`src/rtl/tm_frame_serializer.sv`:
```
// Telemetry frame serializer: a sync word followed by WORDS_PER_FRAME data words on one serial line.
// Input words arrive through a one-word holding buffer; missing words are replaced by FILL_WORD.
module tm_frame_serializer #(
    parameter int                DATA_W          = 32,
    parameter int                WORDS_PER_FRAME = 64,
    parameter int                SYNC_W          = 32,
    parameter logic [SYNC_W-1:0] SYNC_WORD       = 32'h1ACFFC1D,
    parameter bit                LSB_FIRST       = 1'b0,
    parameter logic [DATA_W-1:0] FILL_WORD       = '0,
    parameter logic              IDLE_BIT        = 1'b0
) (
    input  logic                                   clk,
    input  logic                                   reset,
    input  logic                                   bit_en,
    input  logic [DATA_W-1:0]                      s_data,
    input  logic                                   s_valid,
    output logic                                   s_ready,
    output logic                                   tm_data,
    output logic                                   tm_fsync,
    output logic                                   tm_active,
    output logic [$clog2(WORDS_PER_FRAME+1)-1:0]   tm_word_idx,
    output logic                                   underrun,
    output logic [7:0]                             underrun_cnt
);

    localparam int MAX_W = (DATA_W > SYNC_W) ? DATA_W : SYNC_W;
    localparam int BIT_W = $clog2(MAX_W);
    localparam int IDX_W = $clog2(WORDS_PER_FRAME + 1);

    localparam logic [BIT_W-1:0] SYNC_LAST = BIT_W'(SYNC_W - 1);
    localparam logic [BIT_W-1:0] DATA_LAST = BIT_W'(DATA_W - 1);
    localparam logic [IDX_W-1:0] IDX_LAST  = IDX_W'(WORDS_PER_FRAME);

    typedef enum logic [1:0] {IDLE, SYNC, DATA} state_t;

    state_t              state;
    logic                hold_full;
    logic [DATA_W-1:0]   hold_data;
    logic [SYNC_W-1:0]   sync_sh;
    logic [DATA_W-1:0]   data_sh;
    logic [BIT_W-1:0]    bit_cnt;

    logic [DATA_W-1:0]   load_word;
    logic                load_bit;
    logic [DATA_W-1:0]   load_sh;
    logic                last_data_bit;
    logic                frame_start;
    logic                word_bound;

    assign s_ready = ~hold_full;

    // Word presented at a word boundary: the held word, or the fill pattern on underrun.
    assign load_word = hold_full ? hold_data : FILL_WORD;
    assign load_bit  = LSB_FIRST ? load_word[0] : load_word[DATA_W-1];
    assign load_sh   = LSB_FIRST ? (load_word >> 1) : (load_word << 1);

    assign last_data_bit = (state == DATA) && (bit_cnt == DATA_LAST);
    // Sync never consumes hold, but a frame only starts when a data word is already waiting.
    assign frame_start   = hold_full &&
                           ((state == IDLE) || (last_data_bit && (tm_word_idx == IDX_LAST)));
    assign word_bound    = ((state == SYNC) && (bit_cnt == SYNC_LAST)) ||
                           (last_data_bit && (tm_word_idx != IDX_LAST));

    always_ff @(posedge clk or posedge reset) begin
        if (reset) begin
            state        <= IDLE;
            hold_full    <= 1'b0;
            hold_data    <= '0;
            sync_sh      <= '0;
            data_sh      <= '0;
            bit_cnt      <= '0;
            tm_data      <= IDLE_BIT;
            tm_fsync     <= 1'b0;
            tm_active    <= 1'b0;
            tm_word_idx  <= '0;
            underrun     <= 1'b0;
            underrun_cnt <= '0;
        end else begin
            underrun <= 1'b0;
            if (s_valid && s_ready) begin
                hold_full <= 1'b1;
                hold_data <= s_data;
            end
            if (bit_en) begin
                tm_fsync <= 1'b0;
                if (frame_start) begin
                    state       <= SYNC;
                    tm_data     <= SYNC_WORD[SYNC_W-1];
                    sync_sh     <= SYNC_WORD << 1;
                    tm_fsync    <= 1'b1;
                    tm_active   <= 1'b1;
                    tm_word_idx <= '0;
                    bit_cnt     <= '0;
                end else if (word_bound) begin
                    state       <= DATA;
                    tm_data     <= load_bit;
                    data_sh     <= load_sh;
                    bit_cnt     <= '0;
                    tm_word_idx <= (state == SYNC) ? IDX_W'(1) : tm_word_idx + 1'b1;
                    if (hold_full) begin
                        hold_full <= 1'b0;
                    end else begin
                        underrun <= 1'b1;
                        if (underrun_cnt != 8'hFF)
                            underrun_cnt <= underrun_cnt + 8'd1;
                    end
                end else if (state == SYNC) begin
                    tm_data <= sync_sh[SYNC_W-1];
                    sync_sh <= sync_sh << 1;
                    bit_cnt <= bit_cnt + 1'b1;
                end else if ((state == DATA) && !last_data_bit) begin
                    tm_data <= LSB_FIRST ? data_sh[0] : data_sh[DATA_W-1];
                    data_sh <= LSB_FIRST ? (data_sh >> 1) : (data_sh << 1);
                    bit_cnt <= bit_cnt + 1'b1;
                end else begin
                    // Idle with nothing waiting, or end of frame with hold empty.
                    state       <= IDLE;
                    tm_data     <= IDLE_BIT;
                    tm_active   <= 1'b0;
                    tm_word_idx <= '0;
                    bit_cnt     <= '0;
                end
            end
        end
    end

endmodule
```
`config.mk`:
```
export PLATFORM = sky130hd
export DESIGN_NAME = tm_frame_serializer
export DESIGN_NICKNAME = d
export VERILOG_FILES = /design/src/rtl/tm_frame_serializer.sv
export SDC_FILE = /design/constraint.sdc
export NUM_CORES = 1
export LEC_CHECK = 0
export CAP_MARGIN = 10
export CORE_ASPECT_RATIO = 1.75
export CORE_MARGIN = 2
export CORE_UTILIZATION = 60
export DETAILED_ROUTE_END_ITERATION = 10
export DONT_BUFFER_PORTS = 1
export PLACE_DENSITY = 0.87
export RECOVER_POWER = 100
export REMOVE_ABC_BUFFERS = 1
export SLEW_MARGIN = 20
export SYNTH_ARGS = -nofsm -noshare
export SYNTH_HDL_FRONTEND = slang
export SYNTH_SLANG_ARGS = --single-unit
```
`constraint.sdc`:
```
create_clock -name clk -period 9.5 [get_ports clk]
set_clock_uncertainty 0.05 [all_clocks]
set_input_delay 1.425 -clock clk [delete_from_list [all_inputs] [get_ports clk]]
set_output_delay 1.425 -clock clk [all_outputs]
set_load 0.03 [all_outputs]
```
* Yosys cells after proc, flatten, opt, wreduce, memory -nomap -nowiden *
Index checks and enable logic that the tools add are counted.

storage, ports and cells
  latch bits = 0
  memory bits (read-only) = 0
  register bits = 123
  bits of input ports = 36
  output and inout port bits = 20
  bits in writable memories = 0
  memories kept = 0

cells by class
  shifts and indexed selects = 0
  mux-type cells = 38
  div/mod/pow operators = 0
  bitwise gates (word level) = 2
  reduce and logical (&&, ||, !) cells = 18
  add/subtract/negate cells = 3
  magnitude comparators = 0
  equality and inequality tests = 12
  $mul = 0

operator list
  operator                                                          count
  32-bit 2-to-1 mux                                                 7
  7-bit 2-to-1 mux                                                  5
  5-bit 2-to-1 mux                                                  4
  1-bit 2-to-1 mux                                                  18
  8-bit by 1-bit adder with 8-bit output (second input constant)    1
  2-bit 2-to-1 mux                                                  4
  2-bit != test (second input constant)                             4
  8-bit != test (second input constant)                             1
  4-bit AND reduction                                               2
  7-bit by 1-bit adder with 7-bit output (second input constant)    1
  7-bit == test (second input constant)                             1
  1-bit logical AND                                                 7
  7-bit != test (second input constant)                             1
  3-bit != test (second input constant)                             2
  3-bit AND reduction                                               2
  5-bit by 1-bit adder with 5-bit output (second input constant)    1
  5-bit == test (second input constant)                             1
  5-bit AND reduction                                               1
  2-bit nonzero test                                                2
  2-bit by 1-bit == test with 1-bit output (second input constant)  1
  2-bit == test (second input constant)                             1
  2-bit logical NOT                                                 1
  1-bit logical OR                                                  2
  1-bit NOT                                                         2
  1-bit logical NOT                                                 1

* Depth between registers and ports, before layout *
Gate-level depths: netlist of the first run.

  depth after elaboration = 8
  gate-level depth with buffers = 9
  gate-level depth less buffers = 7

* Worst setup path after synthesis of the first run *
Ideal clock, no wire load.

  path kind = in2reg
  from = input port s_valid
  to = register hold_data[0]
  buffers on the path = 2
  stages = 4
  library setup time = 125 ps
  arrival = 2451 ps
  slack = 6874 ps
  cell sequence = nor2b_1 > clkbuf_1 > clkbuf_1 > mux2_2

between the ends
  cells in the longest elaborated chain, start to end = 1

RTL lines
  item                    RTL line  source
  start: declaration      16        input logic s_valid,
  1-bit logical AND       80        if (s_valid && s_ready) begin
  end signal: assignment  82        hold_data <= s_data;
  end: declaration        38        logic [DATA_W-1:0] hold_data;

No other way between the ends.
A chain may end at the register's enable or synchronous reset.

* Worst setup path after layout of the first run *
  from = register bit_cnt[0]
  to = register data_sh[20]

between the ends
  cells in the longest elaborated chain, start to end = 7
  elaborated cells on any way between the ends = 15
  those cells by class = eq/ne (2); mux (1); bitwise (1); reduce/logical (11)

RTL lines
  item                                                                         RTL line  source
  start: declaration                                                           41        logic [BIT_W-1:0] bit_cnt;
  start signal: assignment                                                     110       bit_cnt <= bit_cnt + 1'b1;
  start signal: assignment                                                     114       bit_cnt <= bit_cnt + 1'b1;
  5-bit == test (*)                                                            57, 61
  parallel branches: the longest is 6 deep, another holds 4-bit AND reduction  n/a
  end signal: assignment                                                       97        data_sh <= load_sh;
  end signal: assignment                                                       113       data_sh <= LSB_FIRST ? (data_sh >> 1) : (data_sh << 1);
  end: declaration                                                             40        logic [DATA_W-1:0] data_sh;

Mark *: on every way between the ends.

==> flow_summary.yaml, run 1 <==
status:
  run_status: "complete, but fails checks"
  violations: "max-capacitance violations, max-slew violations"
cts:
  clk_latency_ns: 0.41
  cts_setup_buffers: 0
  htreeDepth: 4
  cts_hold_buffers: 0
  clock_sinks: 121
  clock_path_buffers: 2
  path_clk_slew_ns: 0.06
  cts_root_buffer: "clkbuf_16"
  post_cts_resized: 0
  cts_tree: "built"
  cts-buffers-inserted: 17
synth:
  synth_area_per_cell_sq_um: 12.3
  synthesis.area_sq_um: 5460
  ys_seq_area_share_pct: 55.5
  synth_top_family_by_area: "multiplexers"
  synth.yosys.warnings: 0
  synth_top_area_cell: "dfrtp_1"
  synth-simple-area-share_pct: 9.92
  synth-async-reset-ratio_pct: 100
  synth-seq-cells: 121
  yosys.area.top_type_share_pct: 55.5
  yosysUniqueCellTypes: 41
  synth_edf_count: 0
  synth_area_leaders: "dfrtp_1 55%, mux2_2 10%, mux2i_1 8.2%"
  muxShareOfSynthArea_pct: 18.6
  synthTopCellsByCount: "121 x dfrtp_1, 50 x mux2_2, 45 x mux2i_1, 28 x nand2_1, 25 x inv_1"
  synth_fa_ha_area_share_pct: 1.15
  yosys.area_share.xor_xnor_pct: 1.28
  synth_ff_type: "dfrtp_1"
  netlist_instances: 443
  yosys.cell_count.top_type: "dfrtp_1"
  synth-compound-area-share_pct: 9.44
critical_path:
  reg2reg_to: "data_sh[20]$_DFFE_PP0P_"
  r2r_slack_ns: 5.52
  cp-start-kind: "register"
  r2r_cells: 8
  endpoint_kind: "register"
  crit_path_cell_trace: "ha_1, and3_1, ha_1, inv_1, a311oi_4, clkbuf_1, mux2i_1, mux2_2"
  crit_buf_inv: 2
  crit_fanout: 31
  r2r-start: "bit_cnt[0]$_DFFE_PP0P_"
  worstPathRequired_ns: 9.75
  critPathKind: "reg2reg"
  crit_top_cell: "ha_1"
  crit_slowest_cell: "clkbuf_1"
  slowest_delay_ns: 1.59
  path_delay_family: "buffers and inverters"
  arrival_ns: 4.22
cells_and_area:
  fill_cells: 629
  n_antenna_cell: 0
  area_growth_pct: 11.7
  fin_nets: 481
  drive_above_1_share_pct: 19.4
  fin_cells: 573
timing:
  setup_viol: 0
  drv_slew: 132
  fmax_ghz: 0.252
  hold_viol_final: 0
  final_period_minus_worst_setup_slack_ns: 3.98
  tightest_slew_ns: 2.69
  finalCritPeriodShare_pct: 41.8
  setup_tns_ns: 0
  rsz0062_at_grt: "false"
  relSlewSlack_pct: -80.0
detailed_routing:
  wl_per_cell_microns: 18.0
  drt-total-wl_microns: 10300
  ant_nets: 0
  vias: 3403
  drtIter0Drc: 242
  drc_errors: 0
  avgViaCountPerCell: 5.94
  drt_first_pass_iters: 4
pwr:
  max-vdd-ir-drop_uv: 186
  leakagePower_nw: 2.68
  power_density_nw_per_um2: 265
placed_design:
  place.gp.congestion: 0.874
  dp_hpwl_microns: 6480
  port_buffers: 0
  dp.cells: 540
floorplanning:
  core-area_sq_um: 8980
  start_util_pct: 60.8
  dieArea_sq_um: 9910
  die_w_microns: 76.1
  rows: 46
  die_h_microns: 130
  io_pins: 56
hold_path:
  hold_depth: 1
  min-delay-start: "sync_sh[21]$_DFFE_PP0P_"
  hp-class: "reg2reg"
  min_to: "sync_sh[22]$_DFFE_PP0P_"
grt:
  grt_pass1_vias: 3673
  track_usage_pct: 22.1
  antenna_found_initial: 0
  grt_max_degree: 68
  grt_pass1_wl_microns: 17100
  gr-total-overflow: 0
run:
  maxCapViolCount: 4
## final cells by class
class | count | area [sq um] | area share [%]
clock buffer | 19 | 453 | 7.43
clock inverter | 13 | 146 | 2.40
inverter | 25 | 95.1 | 1.56
sequential | 121 | 3030 | 49.6
tap | 120 | 150 | 2.46
timing repair buffer | 5 | 50.0 | 0.821
multi-input combinational | 270 | 2180 | 35.7
## layer usage
layer  part of all wire [%]  GRT usage [%]  routed length [microns]  up-vias
li1                       -              -                        -     1565
met1                     41           24.6                     4170     1727
met2                     53           38.4                     5420       86
met3                    4.1           6.98                      424       25
met4                    2.7           11.6                      274        0
met5                      0              0                        0        -
## layout by cell type, fill, tap and decap left out, drive strengths merged, types with 2 or more instances in the layout
cell / netlist / final
a21o: 2 / 2
a21oi: 6 / 6
a22o: 13 / 13
a31oi: 4 / 4
and2: 15 / 15
and3: 10 / 10
buf: 10 / 3
bufinv: 0 / 2
clkbuf: 17 / 21
clkinv: 0 / 8
clkinvlp: 0 / 3
dfrtp: 121 / 121
ha: 5 / 5
inv: 25 / 25
mux2: 50 / 50
mux2i: 45 / 45
nand2: 28 / 28
nand2b: 7 / 7
nand3: 10 / 10
nor2: 5 / 5
nor2b: 5 / 5
nor3: 3 / 3
nor4: 4 / 4
nor4b: 2 / 2
o21ai: 14 / 14
o22a: 19 / 19
o31ai: 2 / 2
xor2: 7 / 7
## worst reg2reg max path: cells and delay by family (launching register included)
| family | cells | cell delay [ns] |
|---|---|---|
| fa+ha+maj | 2 | 0.59 |
| mux | 2 | 0.68 |
| compound gates | 1 | 0.22 |
| simple gates | 1 | 0.17 |
| buf+inv | 2 | 1.78 |
| flops | 1 | 0.38 |
## kinds of logic (layout without fill, tap and decap cells)
| group | Yosys count | in the layout |
|---|---|---|
| AO/OA/AOI/OAI | 69 | 69 |
| buffers and inverters | 52 | 62 |
| XOR/XNOR | 8 | 8 |
| adder cells (fa/ha/maj) | 5 | 5 |
| flip-flops | 121 | 121 |
| multiplexers | 95 | 95 |
| AND/OR/NAND/NOR | 93 | 93 |
## report_power, final
group / internal (mW) / leakage (nW) / switching (mW) / total (mW)
sequential: 0.641 / 1.44 / 0.0881 / 0.729
clock: 0.401 / 0.289 / 0.234 / 0.636
combinational: 0.133 / 0.951 / 0.119 / 0.252
total: 1.18 / 2.68 / 0.441 / 1.62
## registers in the layout, indices dropped and copies added, names as in the netlist
| name | count |
|---|---|
| tm_fsync | 1 |
| hold_full | 1 |
| underrun | 1 |
| state | 2 |
| bit_cnt | 5 |
| tm_word_idx | 7 |
| tm_data | 1 |
| sync_sh | 31 |
| tm_active | 1 |
| data_sh | 31 |
| hold_data | 32 |
| underrun_cnt | 8 |
## through the flow
stage	utilization (%)	hold WS [ns]	area (sq um)	worst slack [ns]	power (mW)
floorplan	-	0.410	5330	4.81	0.916
global placement	61.7	0.422	5540	6.55	0.965
detailed placement	61.7	0.431	5540	6.46	0.988
CTS	68.4	0.447	6140	6.45	1.63
global route	67.9	0.457	6100	5.35	1.69
finish	67.9	0.444	6100	5.52	1.62
## worst max path at each step
stage	start	endpoint	slack (ns)	depth (start not counted)
3_5_place_dp	bit_cnt[0]$_DFFE_PP0P_	data_sh[8]$_DFFE_PP0P_	6.46	7
6_report	bit_cnt[0]$_DFFE_PP0P_	data_sh[20]$_DFFE_PP0P_	5.52	8
2_1_floorplan	reset	bit_cnt[0]$_DFFE_PP0P_	4.81	1
5_1_grt	bit_cnt[0]$_DFFE_PP0P_	data_sh[20]$_DFFE_PP0P_	5.35	8
4_1_cts	bit_cnt[0]$_DFFE_PP0P_	data_sh[2]$_DFFE_PP0P_	6.45	7
3_3_place_gp	bit_cnt[0]$_DFFE_PP0P_	data_sh[16]$_DFFE_PP0P_	6.55	7
Power figures use the tool's default switching activity.
==> inputs of run 2 (changes only) <==
clock period = 4.1 ns   (was 9.5 ns; I/O delays follow)
==> run 2 against run 1 <==
Against the previous run: the run still ends with max-capacitance violations, max-slew violations left; critical endpoint is now data_sh[28]$_DFFE_PP0P_; highest routed layer unchanged; hold slack worse by 0.20 ns; global-route usage up 0.96 points; maximum frequency up 22%; setup slack worse by 4.7 ns.
==> flow_summary.yaml, run 2 (synthesis results as in run 1) <==
status:
  run_status: "complete, but fails checks"
  violations: "max-capacitance violations, max-slew violations"
detailed_routing:
  wl_met2_microns: 5880
  drtIter0Drc: 283
  wl_met3_microns: 502
  wl_met1_microns: 3940
  avgViaCountPerCell: 5.93
  drc_errors: 0
  vias: 3399
  top_layer_used: "met4"
  wl_per_cell_microns: 18.3
  drt_first_pass_iters: 4
  ant_nets: 0
  drt-total-wl_microns: 10500
cts:
  cts_root_buffer: "clkbuf_16"
  clock_sinks: 121
  path_clk_slew_ns: 0.06
  htreeDepth: 4
  post_cts_resized: 0
  cts_hold_buffers: 0
  cts_setup_buffers: 0
  cts_tree: "built"
  clk_latency_ns: 0.41
  cts-buffers-inserted: 17
  clock_path_buffers: 2
critical_path:
  critPathKind: "reg2reg"
  slowest_delay_ns: 0.54
  crit_slowest_cell: "clkbuf_2"
  endpoint_kind: "register"
  crit_buf_inv: 1
  crit_top_cell: "ha_1"
  crit_fanout: 31
  crit_path_cell_trace: "ha_1, and3_1, ha_1, or3b_2, o21ai_0, a21boi_4, clkbuf_2, mux2_2"
  cp-start-kind: "register"
  path_delay_family: "simple AND/OR/NAND/NOR gates"
  arrival_ns: 3.49
  worstPathRequired_ns: 4.34
cells_and_area:
  area_growth_pct: 10.8
  postLayoutCoreUtil_pct: 67.4
  mostFrequentLayoutCells: "121 x dfrtp_1, 49 x mux2_2, 45 x mux2i_1"
  largest_reg_flops: 32
  drive_above_1_share_pct: 19.2
  fin_nets: 482
  regMostFlops: "hold_data"
  reg.largest.list: "hold_data (32), data_sh (31), sync_sh (31)"
  n_antenna_cell: 0
  layout_commonest_cell: "dfrtp_1"
placed_design:
  place.gp.congestion: 0.787
  port_buffers: 0
  dp_hpwl_microns: 6550
pwr:
  finalPower_mw: 3.67
  leakagePower_nw: 2.68
  power_density_nw_per_um2: 606
  max-vdd-ir-drop_uv: 493
floorplanning:
  rows: 46
  die_w_microns: 76.1
  core-area_sq_um: 8980
  die_h_microns: 130
  start_util_pct: 60.8
  io_pins: 56
  dieArea_sq_um: 9910
timing:
  rsz0062_at_grt: "false"
  tightest_slew_ns: 2.70
  hold_viol_final: 0
  whs_ns: 0.247
  setup_viol: 0
  drv_slew: 99
  setup_tns_ns: 0
  finalCritPeriodShare_pct: 79.3
  fmax_ghz: 0.308
  final_period_minus_worst_setup_slack_ns: 3.25
  relSlewSlack_pct: -80.8
grt:
  grt_pass1_wl_microns: 17700
  gr-total-overflow: 0
  track_usage_pct: 23.1
  antenna_found_initial: 0
  grt_pass1_vias: 3703
  grt_max_degree: 65
run:
  maxCapViolCount: 2
hold_path:
  hp-class: "in2reg"
[run 2: cell count changes in the layout (fill, tap and decap cells not counted), sizes merged]
cell	change
buf	-1
clkbuf	+4
clkinv	-1
clkinvlp	-1
inv	-1
[run 2: area by class of cell]
type                            count  area, sq um
Tap cell                          120          150
Clock inverter                     10          103
Clock buffer                       21          450
Fill cell                         628         2930
Multi-Input combinational cell    270         2190
Sequential cell                   121         3030
Inverter                           25         95.1
Timing Repair Buffer                6         33.8
[run 2: power breakdown]
group	leakage [nW]	internal, mW	switching, mW
registers	1.44	1.49	0.208
logic	0.958	0.308	0.278
clock network	0.276	0.896	0.492
total	2.68	2.69	0.979
[run 2: metrics by stage]
stage	instances	worst slack [ns]	instance area [sq um]
floorplan	416	0.221	5330
global placement	542	1.40	5550
detailed placement	542	1.30	5550
CTS	573	1.27	6110
global route	573	0.753	6050
finish	573	0.850	6050
[run 2: layer usage]
| metal | up-vias | GRT usage, % |
|---|---|---|
| li1 | 1567 | - |
| met1 | 1729 | 24.8 |
| met2 | 88 | 42.0 |
| met3 | 15 | 6.43 |
| met4 | 0 | 11.3 |
| met5 | - | 0 |
[run 2: final timing paths]
check	from	to	slack [ns]	depth (start not counted)
worst max register to register	bit_cnt[0]$_DFFE_PP0P_	data_sh[28]$_DFFE_PP0P_	0.85	8
worst max-delay path	bit_cnt[0]$_DFFE_PP0P_	data_sh[28]$_DFFE_PP0P_	0.85	8
min in group asynchronous	reset	tm_data$_DFFE_PP0P_	0.79	1
max in group asynchronous	reset	hold_data[20]$_DFFE_PP0P_	1.46	2
worst min register to register	sync_sh[17]$_DFFE_PP0P_	sync_sh[18]$_DFFE_PP0P_	0.44	1
worst min-delay path	bit_en	tm_fsync$_DFFE_PP0P_	0.25	1
==> inputs of run 3 (changes only) <==
clock period = 3.1 ns   (was 4.1 ns; I/O delays follow)
==> run 3 against run 2 <==
Against the previous run: the flow still finishes with violations (max-capacitance violations, max-slew violations); routed wire length rose by 0.61%; non-clock buffer count rose by 6; sequential power rose by 33%; final cell count rose by 1.0%; final area rose by 2.3%; sequential share of layout area fell by 1.1 points; via count rose by 2.0%; core utilization rose by 1.6 points; first-iteration DRC count fell by 40%; largest cell class unchanged.
==> flow_summary.yaml, run 3 (synthesis results as in run 1) <==
detailed_routing:
  wl_per_cell_microns: 18.2
  vias: 3466
  drc_errors: 0
  drt_first_pass_iters: 4
  avgViaCountPerCell: 5.99
  drt-total-wl_microns: 10500
  ant_nets: 0
  drtIter0Drc: 169
floorplanning:
  start_util_pct: 60.8
  dieArea_sq_um: 9910
  die_h_microns: 130
  core-area_sq_um: 8980
  io_pins: 56
  rows: 46
  die_w_microns: 76.1
grt:
  grt_max_degree: 67
  track_usage_pct: 22.7
  grt_pass1_vias: 3612
  gr-total-overflow: 0
  antenna_found_initial: 0
  grt_pass1_wl_microns: 17200
pwr:
  cellInternalPower_mw: 3.77
  finalPower_mw: 5.07
  clkPwrFrac_pct: 40.3
  max-vdd-ir-drop_uv: 599
  combPwrFrac_pct: 15.5
  leakagePower_nw: 2.74
  p_seq_share_pct: 44.2
  p_sw_mw: 1.30
  power_density_nw_per_um2: 819
  p_sw_share_pct: 25.6
timing:
  fmax_ghz: 0.364
  relSlewSlack_pct: -65.6
  rsz0062_at_grt: "false"
  tightest_slew_ns: 2.48
  hold_viol_final: 0
  whs_ns: 0.113
  finalCritPeriodShare_pct: 88.7
  drv_slew: 66
  setup_viol: 0
  final_period_minus_worst_setup_slack_ns: 2.75
placed_design:
  place.gp.congestion: 0.774
  dp_hpwl_microns: 6600
  place_area_sq_um: 5620
  dp.cells: 547
  port_buffers: 0
cells_and_area:
  fin_cells: 579
  final_area_sq_um: 6190
  largest_reg_flops: 32
  area_growth_pct: 13.4
  regMostFlops: "hold_data"
  postLayoutCoreUtil_pct: 69.0
  fin_nets: 488
  multi_input_area_sq_um: 2190
  mostFrequentLayoutCells: "121 x dfrtp_1, 50 x mux2_2, 45 x mux2i_1"
  seq_area_sq_um: 3030
  drive_above_1_share_pct: 19.8
  fill_cells: 639
  reg.largest.list: "hold_data (32), data_sh (31), sync_sh (31)"
  layout_commonest_cell: "dfrtp_1"
  n_antenna_cell: 0
status:
  violations: "max-capacitance violations, max-slew violations"
  run_status: "complete, but fails checks"
cts:
  clock_path_buffers: 2
  htreeDepth: 4
  clk_latency_ns: 0.41
  cts_root_buffer: "clkbuf_16"
  clock_sinks: 121
  cts-buffers-inserted: 17
  post_cts_resized: 0
  cts_setup_buffers: 0
  cts_tree: "built"
  cts_hold_buffers: 0
  path_clk_slew_ns: 0.05
critical_path:
  endpoint_kind: "register"
  crit_buf_inv: 1
  crit_path_cell_trace: "ha_1, and3_1, ha_1, or3b_2, o21ai_0, a21boi_4, buf_16, mux2_2"
  crit_fanout: 19
  critPathKind: "reg2reg"
  slowest_delay_ns: 0.53
  path_depth: 8
  path_delay_family: "compound AO/OA/AOI/OAI gates"
  cp-start-kind: "register"
  arrival_ns: 2.99
  worstPathRequired_ns: 3.34
  r2r_cells: 8
  reg2reg_to: "data_sh[26]$_DFFE_PP0P_"
  crit_top_cell: "ha_1"
  r2r-start: "bit_cnt[0]$_DFFE_PP0P_"
  crit_slowest_cell: "a21boi_4"
  r2r_slack_ns: 0.35
hold_path:
  min_to: "tm_fsync$_DFFE_PP0P_"
  min-delay-start: "bit_en"
  hold_depth: 1
  hp-class: "in2reg"
run:
  maxCapViolCount: 1
## run 3: cell count changes in the layout (fill, tap and decap cells not counted), moves of 2 or more
cell       change
buf_12         +2
bufinv_16      +2
clkbuf_1       +2
clkbuf_8       +2
clkinv_2       -2
## run 3: worst max-delay path by stage
| stage | start | end | slack [ns] |
|---|---|---|---|
| 2_1_floorplan | bit_cnt[0]$_DFFE_PP0P_ | data_sh[10]$_DFFE_PP0P_ | -0.65 |
| 3_3_place_gp | bit_cnt[0]$_DFFE_PP0P_ | data_sh[16]$_DFFE_PP0P_ | 0.23 |
| 3_5_place_dp | bit_cnt[0]$_DFFE_PP0P_ | data_sh[8]$_DFFE_PP0P_ | 0.17 |
| 4_1_cts | bit_cnt[0]$_DFFE_PP0P_ | data_sh[8]$_DFFE_PP0P_ | 0.13 |
| 5_1_grt | reset | state[1]$_DFFE_PP0P_ | 0.23 |
| 6_report | bit_cnt[0]$_DFFE_PP0P_ | data_sh[26]$_DFFE_PP0P_ | 0.35 |
## run 3: area by class of cell
cell class                      instances  area share (%)
Multi-Input combinational cell        270            35.3
Timing Repair Buffer                   12            1.82
Tap cell                              120            2.42
Inverter                               25            1.52
Sequential cell                       121            48.9
Clock inverter                          9            2.34
Clock buffer                           22            7.66
## run 3: stage by stage
stage / setup TNS, ns / setup WS (ns)
after detailed placement: 0 / 0.175
final: 0 / 0.352
after global placement: 0 / 0.228
after CTS: 0 / 0.129
after floorplan: -95.10 / -0.655
after global routing: 0 / 0.227
## run 3: layer usage
layer / GRT usage, % / routed length [microns]
met1: 24.2 / 4190
met5: 0 / 0
met2: 39.9 / 5620
met4: 11.8 / 242
met3: 8.16 / 486
## run 3: power by group through the flow
stage               combinational [mW]  clock [mW]  sequential, mW
global route                     0.872        2.14            2.28
finish                           0.787        2.05            2.24
global placement                 0.739           0            2.23
CTS                              0.802        2.08            2.24
floorplan                        0.627           0            2.18
detailed placement               0.785           0            2.25
## run 3: worst reg2reg max path: cells and delay by family, from the launching register on
| family | cells | cell delay, ns |
|---|---|---|
| fa+ha+maj | 2 | 0.47 |
| mux | 1 | 0.36 |
| flops | 1 | 0.41 |
| compound gates | 2 | 0.67 |
| buf+inv | 1 | 0.24 |
| simple gates | 2 | 0.43 |
